**src/rtl/ooo_ckpt_pkg.sv**
```systemverilog
// Shared constants and age helper for the speculative checkpoint store.
`default_nettype none

package ooo_ckpt_pkg;

  localparam int CKPT_DEPTH_DEFAULT   = 8;
  localparam int CKPT_ALLOC_W_DEFAULT = 2;

  typedef int unsigned ckpt_idx_t;

  // Distance of idx from tail around a power-of-two ring.
  function automatic ckpt_idx_t ckpt_age(ckpt_idx_t idx, ckpt_idx_t tail, ckpt_idx_t depth);
    return (idx - tail) & (depth - 1);
  endfunction

endpackage

`default_nettype wire

```
**src/rtl/ckpt_age_match.sv**
```systemverilog
// Combinational tag search returning the oldest valid in-window match.
`default_nettype none

module ckpt_age_match
  import ooo_ckpt_pkg::*;
#(
  parameter int DATA_WIDTH = 32,
  parameter int ROB_WIDTH  = 5,
  parameter int DEPTH      = CKPT_DEPTH_DEFAULT
) (
  input  logic [DEPTH-1:0]            i_valid,
  input  logic [DEPTH*ROB_WIDTH-1:0]  i_tags,
  input  logic [DEPTH*DATA_WIDTH-1:0] i_data,
  input  logic [$clog2(DEPTH)-1:0]    i_tail,
  input  logic [$clog2(DEPTH):0]      i_count,
  input  logic [ROB_WIDTH-1:0]        i_tag,
  output logic                        o_hit,
  output logic [$clog2(DEPTH)-1:0]    o_idx,
  output logic [$clog2(DEPTH)-1:0]    o_age,
  output logic [DATA_WIDTH-1:0]       o_data
);

  localparam int PTR_W = $clog2(DEPTH);
  localparam int CNT_W = PTR_W + 1;

  logic [DEPTH-1:0] match;

  always_comb begin
    for (int i = 0; i < DEPTH; i++) begin
      match[i] = i_valid[i] && (i_tags[i*ROB_WIDTH +: ROB_WIDTH] == i_tag);
    end
  end

  // Scan youngest to oldest so the last hit written is the oldest one.
  always_comb begin
    logic [PTR_W-1:0] idx;
    idx   = '0;
    o_hit = 1'b0;
    o_idx = '0;
    o_age = '0;
    for (int a = DEPTH - 1; a >= 0; a--) begin
      idx = i_tail + PTR_W'(a);
      if (match[idx] && (CNT_W'(a) < i_count)) begin
        o_hit = 1'b1;
        o_idx = idx;
        o_age = PTR_W'(a);
      end
    end
  end

  assign o_data = i_data[o_idx*DATA_WIDTH +: DATA_WIDTH];

endmodule

`default_nettype wire

```
**src/rtl/checkpoint_queue_mw.sv**
```systemverilog
// Multi-lane circular checkpoint store: in-order alloc/commit, oldest-match restore, flush.
`default_nettype none

module checkpoint_queue_mw
  import ooo_ckpt_pkg::*;
#(
  parameter int DATA_WIDTH = 32,
  parameter int ROB_WIDTH  = 5,
  parameter int DEPTH      = CKPT_DEPTH_DEFAULT,
  parameter int ALLOC_W    = CKPT_ALLOC_W_DEFAULT,
  parameter int COMMIT_W   = 2
) (
  input  logic                          clk,
  input  logic                          reset_n,
  input  logic [ALLOC_W-1:0]            i_alloc,
  input  logic [ALLOC_W*ROB_WIDTH-1:0]  i_alloc_tag,
  input  logic [ALLOC_W*DATA_WIDTH-1:0] i_alloc_data,
  output logic                          o_alloc_ready,
  output logic [$clog2(DEPTH):0]        o_free_count,
  input  logic [COMMIT_W-1:0]           i_commit,
  input  logic [COMMIT_W*ROB_WIDTH-1:0] i_commit_tag,
  input  logic                          i_restore,
  input  logic [ROB_WIDTH-1:0]          i_restore_tag,
  output logic                          o_restore_hit,
  output logic [DATA_WIDTH-1:0]         o_restore_data,
  input  logic                          i_flush,
  output logic                          o_empty
);

  localparam int PTR_W = $clog2(DEPTH);
  localparam int CNT_W = PTR_W + 1;

  typedef struct packed {
    logic [DATA_WIDTH-1:0] data;
    logic [ROB_WIDTH-1:0]  rob_tag;
  } checkpoint_t;

  logic [CNT_W-1:0] head_q, head_d, tail_q, tail_d;
  logic [DEPTH-1:0] valid_q, valid_d;
  checkpoint_t      ckpt_q [DEPTH];

  logic [CNT_W-1:0] count, free_cnt, n_alloc, n_free, commit_lim, match_ptr;
  logic [PTR_W-1:0] head_idx, tail_idx, rs_idx, rs_age;
  logic [DEPTH-1:0] wr_en, clr_en, trunc_en;
  checkpoint_t      wr_ckpt [DEPTH];
  logic             alloc_ok, do_restore, rs_hit;
  logic [DATA_WIDTH-1:0]       rs_data;
  logic [DEPTH*ROB_WIDTH-1:0]  tags_flat;
  logic [DEPTH*DATA_WIDTH-1:0] data_flat;

  assign count    = head_q - tail_q;
  assign free_cnt = CNT_W'(DEPTH) - count;
  assign head_idx = head_q[PTR_W-1:0];
  assign tail_idx = tail_q[PTR_W-1:0];

  assign o_alloc_ready = (free_cnt >= CNT_W'(ALLOC_W));
  assign o_free_count  = free_cnt;
  assign o_empty       = (count == '0);

  always_comb begin
    for (int i = 0; i < DEPTH; i++) begin
      tags_flat[i*ROB_WIDTH +: ROB_WIDTH]   = ckpt_q[i].rob_tag;
      data_flat[i*DATA_WIDTH +: DATA_WIDTH] = ckpt_q[i].data;
    end
  end

  ckpt_age_match #(
    .DATA_WIDTH (DATA_WIDTH),
    .ROB_WIDTH  (ROB_WIDTH),
    .DEPTH      (DEPTH)
  ) u_match (
    .i_valid (valid_q),
    .i_tags  (tags_flat),
    .i_data  (data_flat),
    .i_tail  (tail_idx),
    .i_count (count),
    .i_tag   (i_restore_tag),
    .o_hit   (rs_hit),
    .o_idx   (rs_idx),
    .o_age   (rs_age),
    .o_data  (rs_data)
  );

  assign o_restore_hit  = rs_hit;
  assign o_restore_data = rs_hit ? rs_data : '0;
  assign do_restore     = i_restore && rs_hit;

  // Requesting lanes pack densely into consecutive slots from head.
  always_comb begin
    logic [PTR_W-1:0] slot;
    slot    = '0;
    n_alloc = '0;
    wr_en   = '0;
    for (int i = 0; i < DEPTH; i++) begin
      wr_ckpt[i] = '0;
    end
    for (int l = 0; l < ALLOC_W; l++) begin
      if (i_alloc[l]) begin
        slot                  = head_idx + n_alloc[PTR_W-1:0];
        wr_en[slot]           = 1'b1;
        wr_ckpt[slot].data    = i_alloc_data[l*DATA_WIDTH +: DATA_WIDTH];
        wr_ckpt[slot].rob_tag = i_alloc_tag[l*ROB_WIDTH +: ROB_WIDTH];
        n_alloc               = n_alloc + CNT_W'(1);
      end
    end
  end

  assign alloc_ok = !i_flush && !i_restore && (n_alloc <= free_cnt);

  // During a restore, commit may not reach past the surviving matched entry.
  assign commit_lim = do_restore ? (CNT_W'(rs_age) + CNT_W'(1)) : count;

  always_comb begin
    logic             scan;
    logic [PTR_W-1:0] cidx;
    scan   = 1'b1;
    cidx   = '0;
    n_free = '0;
    clr_en = '0;
    for (int k = 0; k < COMMIT_W; k++) begin
      cidx = tail_idx + n_free[PTR_W-1:0];
      if (scan && i_commit[k] && (n_free < commit_lim) && valid_q[cidx] &&
          (ckpt_q[cidx].rob_tag == i_commit_tag[k*ROB_WIDTH +: ROB_WIDTH])) begin
        clr_en[cidx] = 1'b1;
        n_free       = n_free + CNT_W'(1);
      end else begin
        scan = 1'b0;
      end
    end
  end

  always_comb begin
    for (int i = 0; i < DEPTH; i++) begin
      trunc_en[i] = do_restore &&
        (PTR_W'(ckpt_age(ckpt_idx_t'(i), ckpt_idx_t'(tail_idx), ckpt_idx_t'(DEPTH))) > rs_age);
    end
  end

  // Full pointer of the matched slot: same phase as tail unless it sits past the wrap.
  assign match_ptr = {(rs_idx >= tail_idx) ? tail_q[PTR_W] : ~tail_q[PTR_W], rs_idx};

  always_comb begin
    head_d  = head_q;
    tail_d  = tail_q;
    valid_d = valid_q;
    if (i_flush) begin
      head_d  = '0;
      tail_d  = '0;
      valid_d = '0;
    end else begin
      if (do_restore) begin
        head_d = match_ptr + CNT_W'(1);
      end else if (alloc_ok) begin
        head_d = head_q + n_alloc;
      end
      tail_d  = tail_q + n_free;
      valid_d = (valid_q & ~trunc_en & ~clr_en) | (alloc_ok ? wr_en : '0);
    end
  end

  always_ff @(posedge clk or negedge reset_n) begin
    if (!reset_n) begin
      head_q  <= '0;
      tail_q  <= '0;
      valid_q <= '0;
    end else begin
      head_q  <= head_d;
      tail_q  <= tail_d;
      valid_q <= valid_d;
    end
  end

  always_ff @(posedge clk) begin
    for (int i = 0; i < DEPTH; i++) begin
      if (alloc_ok && wr_en[i]) begin
        ckpt_q[i] <= wr_ckpt[i];
      end
    end
  end

endmodule

`default_nettype wire

```
**config.mk**
```make
export PLATFORM = sky130hd
export DESIGN_NAME = checkpoint_queue_mw
export DESIGN_NICKNAME = d
export VERILOG_FILES = /design/src/rtl/ooo_ckpt_pkg.sv /design/src/rtl/ckpt_age_match.sv /design/src/rtl/checkpoint_queue_mw.sv
export SDC_FILE = /design/constraint.sdc
export NUM_CORES = 1
export LEC_CHECK = 0
export ABC_CLOCK_PERIOD_IN_PS = 8400
export CAP_MARGIN = 0
export CORE_ASPECT_RATIO = 0.6
export CORE_UTILIZATION = 35
export CTS_CLUSTER_DIAMETER = 40
export CTS_CLUSTER_SIZE = 14
export DETAILED_ROUTE_END_ITERATION = 8
export PLACE_DENSITY = 0.58
export SLEW_MARGIN = 40
export SYNTH_ARGS = -nofsm -noshare
export SYNTH_HDL_FRONTEND = slang
export SYNTH_HIERARCHICAL = 1
export SYNTH_SLANG_ARGS = --single-unit
```
**constraint.sdc**
```tcl
create_clock -name clk -period 8.4 [get_ports clk]
set_input_delay 0.84 -clock clk [delete_from_list [all_inputs] [get_ports clk]]
set_output_delay 0.84 -clock clk [all_outputs]
set_load 0.005 [all_outputs]
```
==> impl_metrics.csv, run 1 <==
group,metric,value,unit
clocking,clkSinkCount,312,
drt,drtIter0Drc,1888,
final_layout,fin_area,24100,um2
placed_design,hpwl,44000,um
clocking,root_buffer,"clkbuf_16",
logic_synthesis,ys_ff_latch,312,
power,leakage,0.00940,uW
timing,min_period,8.05,ns
global_routing,grt_usage,23.1,%
timing,setup_violations,0,
setup_path,crit_type,"in -> reg",
floorplan,fp.dieH,191,um
clocking,cts_inserted_buffers,35,
setup_path,cp-end-kind,"flip-flop",
setup_path,critical_path.max_fanout,7,
placed_design,place_area,22900,um2
placed_design,place_congestion,0.957,
placed_design,portBuffers,135,
setup_path,crit_required,8.80,ns
timing,worstMarginPinSlew,0.887,ns
clocking,clk_latency,0.55,ns
setup_path,r2r_cells,34,
logic_synthesis,post-synth-top-count-cell,"nand2_1",
timing,skew,0.0225,ns
final_layout,finish.net_count,2391,
setup_path,crit_path_frequent_cell,"ha_1",
logic_synthesis,seq_area_frac_synth,44.6,%
global_routing,grt_pass1_wl,104000,um
floorplan,die_x,317,um
setup_path,cp_slowest_cell,"clkdlybuf4s50_1",
min_path,hold_class,"in -> async",
timing,slew_headroom,40.7,%
setup_path,slowest_delay,0.72,ns
clocking,cts.clk_slew.worst_paths,0.07,ns
logic_synthesis,synth_cell_type_count,84,
logic_synthesis,synth_warnings,6,
drt,post-route-drc-count,0,
timing,post-route-period-util,95.9,%
logic_synthesis,yosys.area.top_type,"edfxtp_1",
drt,antenna_left,0,
logic_synthesis,synthesis.nets,2361,
logic_synthesis,synth_top_area_share,42.7,%
global_routing,grt.overflow.total,0,
timing,hold-worst-slack,0.220,ns
drt,routedWlPerCell,23.1,um
floorplan,ios,136,
outcome,status,"finished, final reports clean",
final_layout,syn2layout_area_growth,15.8,%
drt,dr_total_vias,16900,
power,power.density,159,nW/um2
logic_synthesis,netlist_area,20800,um2
clocking,cts_tree,"built",
final_layout,fill_cells,5494,
timing,max_clock_freq,0.124,GHz
final_layout,final_layout_size_suffix_gt1_share,11.1,%
floorplan,start_util,35.9,%
drt,drt_pass1_iterations,5,
setup_path,critPathLaunchType,"primary input",
logic_synthesis,synth_ff_type,"edfxtp_1",
power,max-vdd-ir-drop,149,uV
logic_synthesis,ys_top_cells_by_area,"edfxtp_1, nand2_1, mux2i_1",
global_routing,grt_pass1_vias,16300,
logic_synthesis,synthCells,2216,
logic_synthesis,synth_edf_count,296,
drt,drt_wl_total,70100,um
job,cap_violations,0,
clocking,cts_setup_buffers,0,
floorplan,rows,68,
global_routing,grt_max_degree,76,
clocking,cts_max_level,2,
floorplan,core_area,58100,um2
floorplan,die_area,60500,um2
logic_synthesis,synthArstFlopShare,5.13,%
drt,vias_per_cell,5.55,
logic_synthesis,avgSynthCellArea,9.40,um2
logic_synthesis,synth_commonest_cells,"nand2_1, o21ai_0, edfxtp_1, mux2i_1, clkbuf_1",
global_routing,antenna_found_initial,4,
timing,maxSlewViolCount,0,
clocking,clock_path_buffers,3,
timing,hold_violations,0,
final_layout,n_antenna_cell,0,
timing,rsz0062_at_grt,"no",
timing,setup_tns,0,ns
setup_path,worstPathArrival,8.45,ns
## stage by stage
stage	utilization, %	worst slack (ns)	total power, uW	cells
2_1_floorplan	-	0.378	2090	2216
6_report	41.5	0.345	3820	3041
5_1_grt	41.5	0.00859	3940	3041
3_5_place_dp	39.5	-0.0376	2310	2978
3_3_place_gp	39.4	0.127	2300	2975
4_1_cts	41.4	0.432	3840	3040
## cell families after synthesis
logic type	synth area share, %
buf+inv	6.38
simple gates	16.9
compound gates	11.5
mux	14.5
xor+xnor	3.22
flops	44.6
fa+ha+maj	2.99
## critical path: cells and delay by family
kind	cells	cell delay, ns
buffers and inverters	4	1.19
adder cells (fa/ha/maj)	5	1.29
XOR/XNOR	3	0.57
AO/OA/AOI/OAI	6	1.48
AND/OR/NAND/NOR	10	2.58
multiplexers	2	0.49
## cell type report
class                   instances  area [um2]  share of cell area [%]
clock inverters                22         208                   0.861
inverters                      39         146                   0.607
flip-flops and latches        312        9290                    38.5
multi-input cells            1636       10400                    43.3
well taps                     770         963                    3.99
repair buffers                222        2160                    8.96
clock buffers                  40         916                    3.80
## repair_timing
| item | CTS | global route |
|---|---|---|
| gates resized for setup | 0 | 2 |
| hold buffers | 0 | 0 |
| endpoints found under the setup margin | 0 | 3 |
## routing by layer
layer	vias to the layer above	GRT usage, %	wire [um]
met3	106	4.51	5990
met2	778	33.7	29500
met1	8186	34.9	33400
met4	8	4.73	1240
li1	7787	-	-
met5	-	0	58
## power breakdown
group / internal [uW] / leakage (uW) / switching (uW)
Clock: 858 / 0.000537 / 679
Combinational: 186 / 0.00570 / 329
Sequential: 1750 / 0.00316 / 24.1
Total: 2790 / 0.00940 / 1030
## cell usage in the layout (no fill, tap or decap), drive strengths merged, types with 8 or more instances in the layout
master and n:
a311oi 8, nand3 25, mux2i 219, clkbuf 40, and2 38, dfrtp 16
buf 88, inv 40, xor2 41, clkdlybuf4s50 134, mux4 19, nor4 14
xnor2 32, mux2 35, a21o 8, edfxtp 296, clkinv 15, a21oi 24
o21ai 307, nor3 11, ha 45, nand2 624, nand4 15, nor2 59
o22ai 10
## path summary, 6_finish.rpt
| kind | startpoint | endpoint | slack (ns) |
|---|---|---|---|
| hold / removal | reset_n | valid_q[5] | 0.22 |
| max in group asynchronous | reset_n | head_q[1] | 7.87 |
| setup / recovery | i_restore_tag[0] | tail_q[2] | 0.35 |
| setup reg to reg | tail_q[2] | tail_q[2] | 0.50 |
| min in group clk | head_q[3] | head_q[3] | 0.61 |
| hold reg to reg | head_q[3] | head_q[3] | 0.61 |
## flip-flops by register name, summed over array words and instances, names as in the netlist
name / count
head_q: 4
tail_q: 4
valid_q: 8
ckpt_q: 296
No activity file was read; power rests on OpenSTA's default activity.
==> inputs of run 2 (changes only) <==
RECOVER_POWER = 25   (was default)
==> impl_metrics.csv, run 2 (synthesis gave the netlist of run 1 again) <==
group,metric,value,unit
outcome,status,"finished, violations left",
outcome,violations,"capacitance limit, slew limit",
final_layout,syn2layout_area_growth,15.5,%
floorplan,ios,136,
min_path,hold_class,"in -> async",
global_routing,grt_pass1_wl,104000,um
timing,slew_headroom,-156,%
timing,post-route-period-util,95.3,%
drt,drt_pass1_iterations,6,
placed_design,hpwl,44000,um
floorplan,core_area,58100,um2
final_layout,regMostFlops,"ckpt_q",
timing,min_period,8.00,ns
placed_design,place_congestion,0.957,
placed_design,portBuffers,135,
clocking,cts_max_level,2,
floorplan,die_x,317,um
power,power.density,159,nW/um2
drt,dr_total_vias,16900,
setup_path,slowest_delay,0.73,ns
final_layout,finish.net_count,2391,
global_routing,grt_pass1_vias,16300,
drt,vias_per_cell,5.56,
clocking,hold_buffers,0,
timing,rsz0062_at_grt,"no",
clocking,root_buffer,"clkbuf_16",
global_routing,grtUsageMet2,33.7,%
setup_path,cp_num_cells,30,
setup_path,crit_type,"in -> reg",
floorplan,rows,68,
drt,drtIter0Drc,1872,
final_layout,largest_register_ffs,296,
setup_path,cp_slowest_cell,"clkdlybuf4s50_1",
clocking,cts_inserted_buffers,35,
drt,antenna_left,0,
final_layout,n_antenna_cell,0,
floorplan,start_util,35.9,%
drt,routedWlPerCell,23.1,um
clocking,clock_path_buffers,3,
setup_path,worstPathArrival,8.40,ns
clocking,cts_tree,"built",
setup_path,r2r_cells,34,
setup_path,path_buf_inv,4,
global_routing,grtUsageMet3,4.51,%
timing,hold_violations,0,
timing,worstMarginPinSlew,3.85,ns
final_layout,mostFrequentLayoutCell,"nand2_1",
global_routing,antenna_found_initial,4,
setup_path,critical_path.max_fanout,7,
timing,max_clock_freq,0.125,GHz
global_routing,grtUsageMet1,34.9,%
floorplan,fp.dieH,191,um
setup_path,critPathLaunchType,"primary input",
clocking,cts.clk_slew.worst_paths,0.07,ns
final_layout,fin_util,41.4,%
power,max-vdd-ir-drop,148,uV
global_routing,grt_max_degree,76,
timing,hold-worst-slack,0.434,ns
final_layout,layout_common_cells,"nand2_1, o21ai_0, edfxtp_1",
setup_path,crit_path_frequent_cell,"ha_1",
setup_path,path_delay_family,"simple AND/OR/NAND/NOR gates",
timing,skew,0.0197,ns
setup_path,crit_required,8.80,ns
timing,maxSlewViolCount,304,
global_routing,grt.overflow.total,0,
final_layout,reg.largest.list,"ckpt_q (296), valid_q (8)",
setup_path,cp-end-kind,"flip-flop",
timing,setup_violations,0,
drt,drt_wl_total,70200,um
power,leakage,0.00936,uW
clocking,clk_latency,0.54,ns
global_routing,grt_busiest_layer,"met1",
floorplan,die_area,60500,um2
timing,setup_tns,0,ns
drt,post-route-drc-count,0,
setup_path,r2r_slack,0.48,ns
clocking,clkSinkCount,312,
final_layout,final_layout_size_suffix_gt1_share,10.7,%
global_routing,grt_usage,23.1,%
job,cap_violations,4,
-- run 2: timing repair --
action,4_1_cts,5_1_grt
setup buffers,0,0
endpoints found under the setup margin,0,3
resized for setup,0,2
-- run 2: path summary, 6_finish.rpt --
kind | startpoint | endpoint
setup / recovery | i_restore_tag[0] | tail_q[2]
setup reg to reg | tail_q[2] | tail_q[2]
hold reg to reg | head_q[3] | head_q[3]
max in group asynchronous | reset_n | head_q[1]
hold / removal | reset_n | valid_q[5]
min in group clk | head_q[3] | head_q[3]
-- run 2: stage by stage --
step,cells,power (uW),setup WS (ns),area [um2]
detailed placement,2978,2310,-0.0376,22900
floorplan,2216,2090,0.378,20800
global route,3041,3950,0.00859,24100
finish,3041,3820,0.398,24100
global placement,2975,2300,0.127,22900
CTS,3040,3840,0.432,24100
-- run 2: area by class of cell --
cell class | instances | area [um2]
Sequential cell | 312 | 9290
Tap cell | 770 | 963
Clock inverter | 22 | 208
Timing Repair Buffer | 222 | 2130
Multi-Input combinational cell | 1636 | 10400
Inverter | 39 | 146
Clock buffer | 40 | 916
Fill cell | 5501 | 34000
-- run 2: worst reg2reg max path, delay by kind of cell (launching register included) --
family / cells / cell delay, ns
AOI/OAI and AO/OA: 6 / 1.04
xor gates and xnor gates: 3 / 0.60
adders and majority gates: 7 / 1.86
buffers and inverters: 5 / 0.73
DFF: 1 / 0.37
muxes: 2 / 0.48
and+or+nand+nor: 11 / 2.69
-- run 2: routing by layer --
metal  share of wire (%)  up-vias
li1                    -     7797
met5               0.083        -
met2                  42      810
met4                 1.6        8
met3                 8.7      107
met1                  47     8178
-- run 2: where the power goes --
group          switching (uW)  internal (uW)
sequential               23.9           1750
combinational             328            190
clock                     673            858
total                    1030           2800
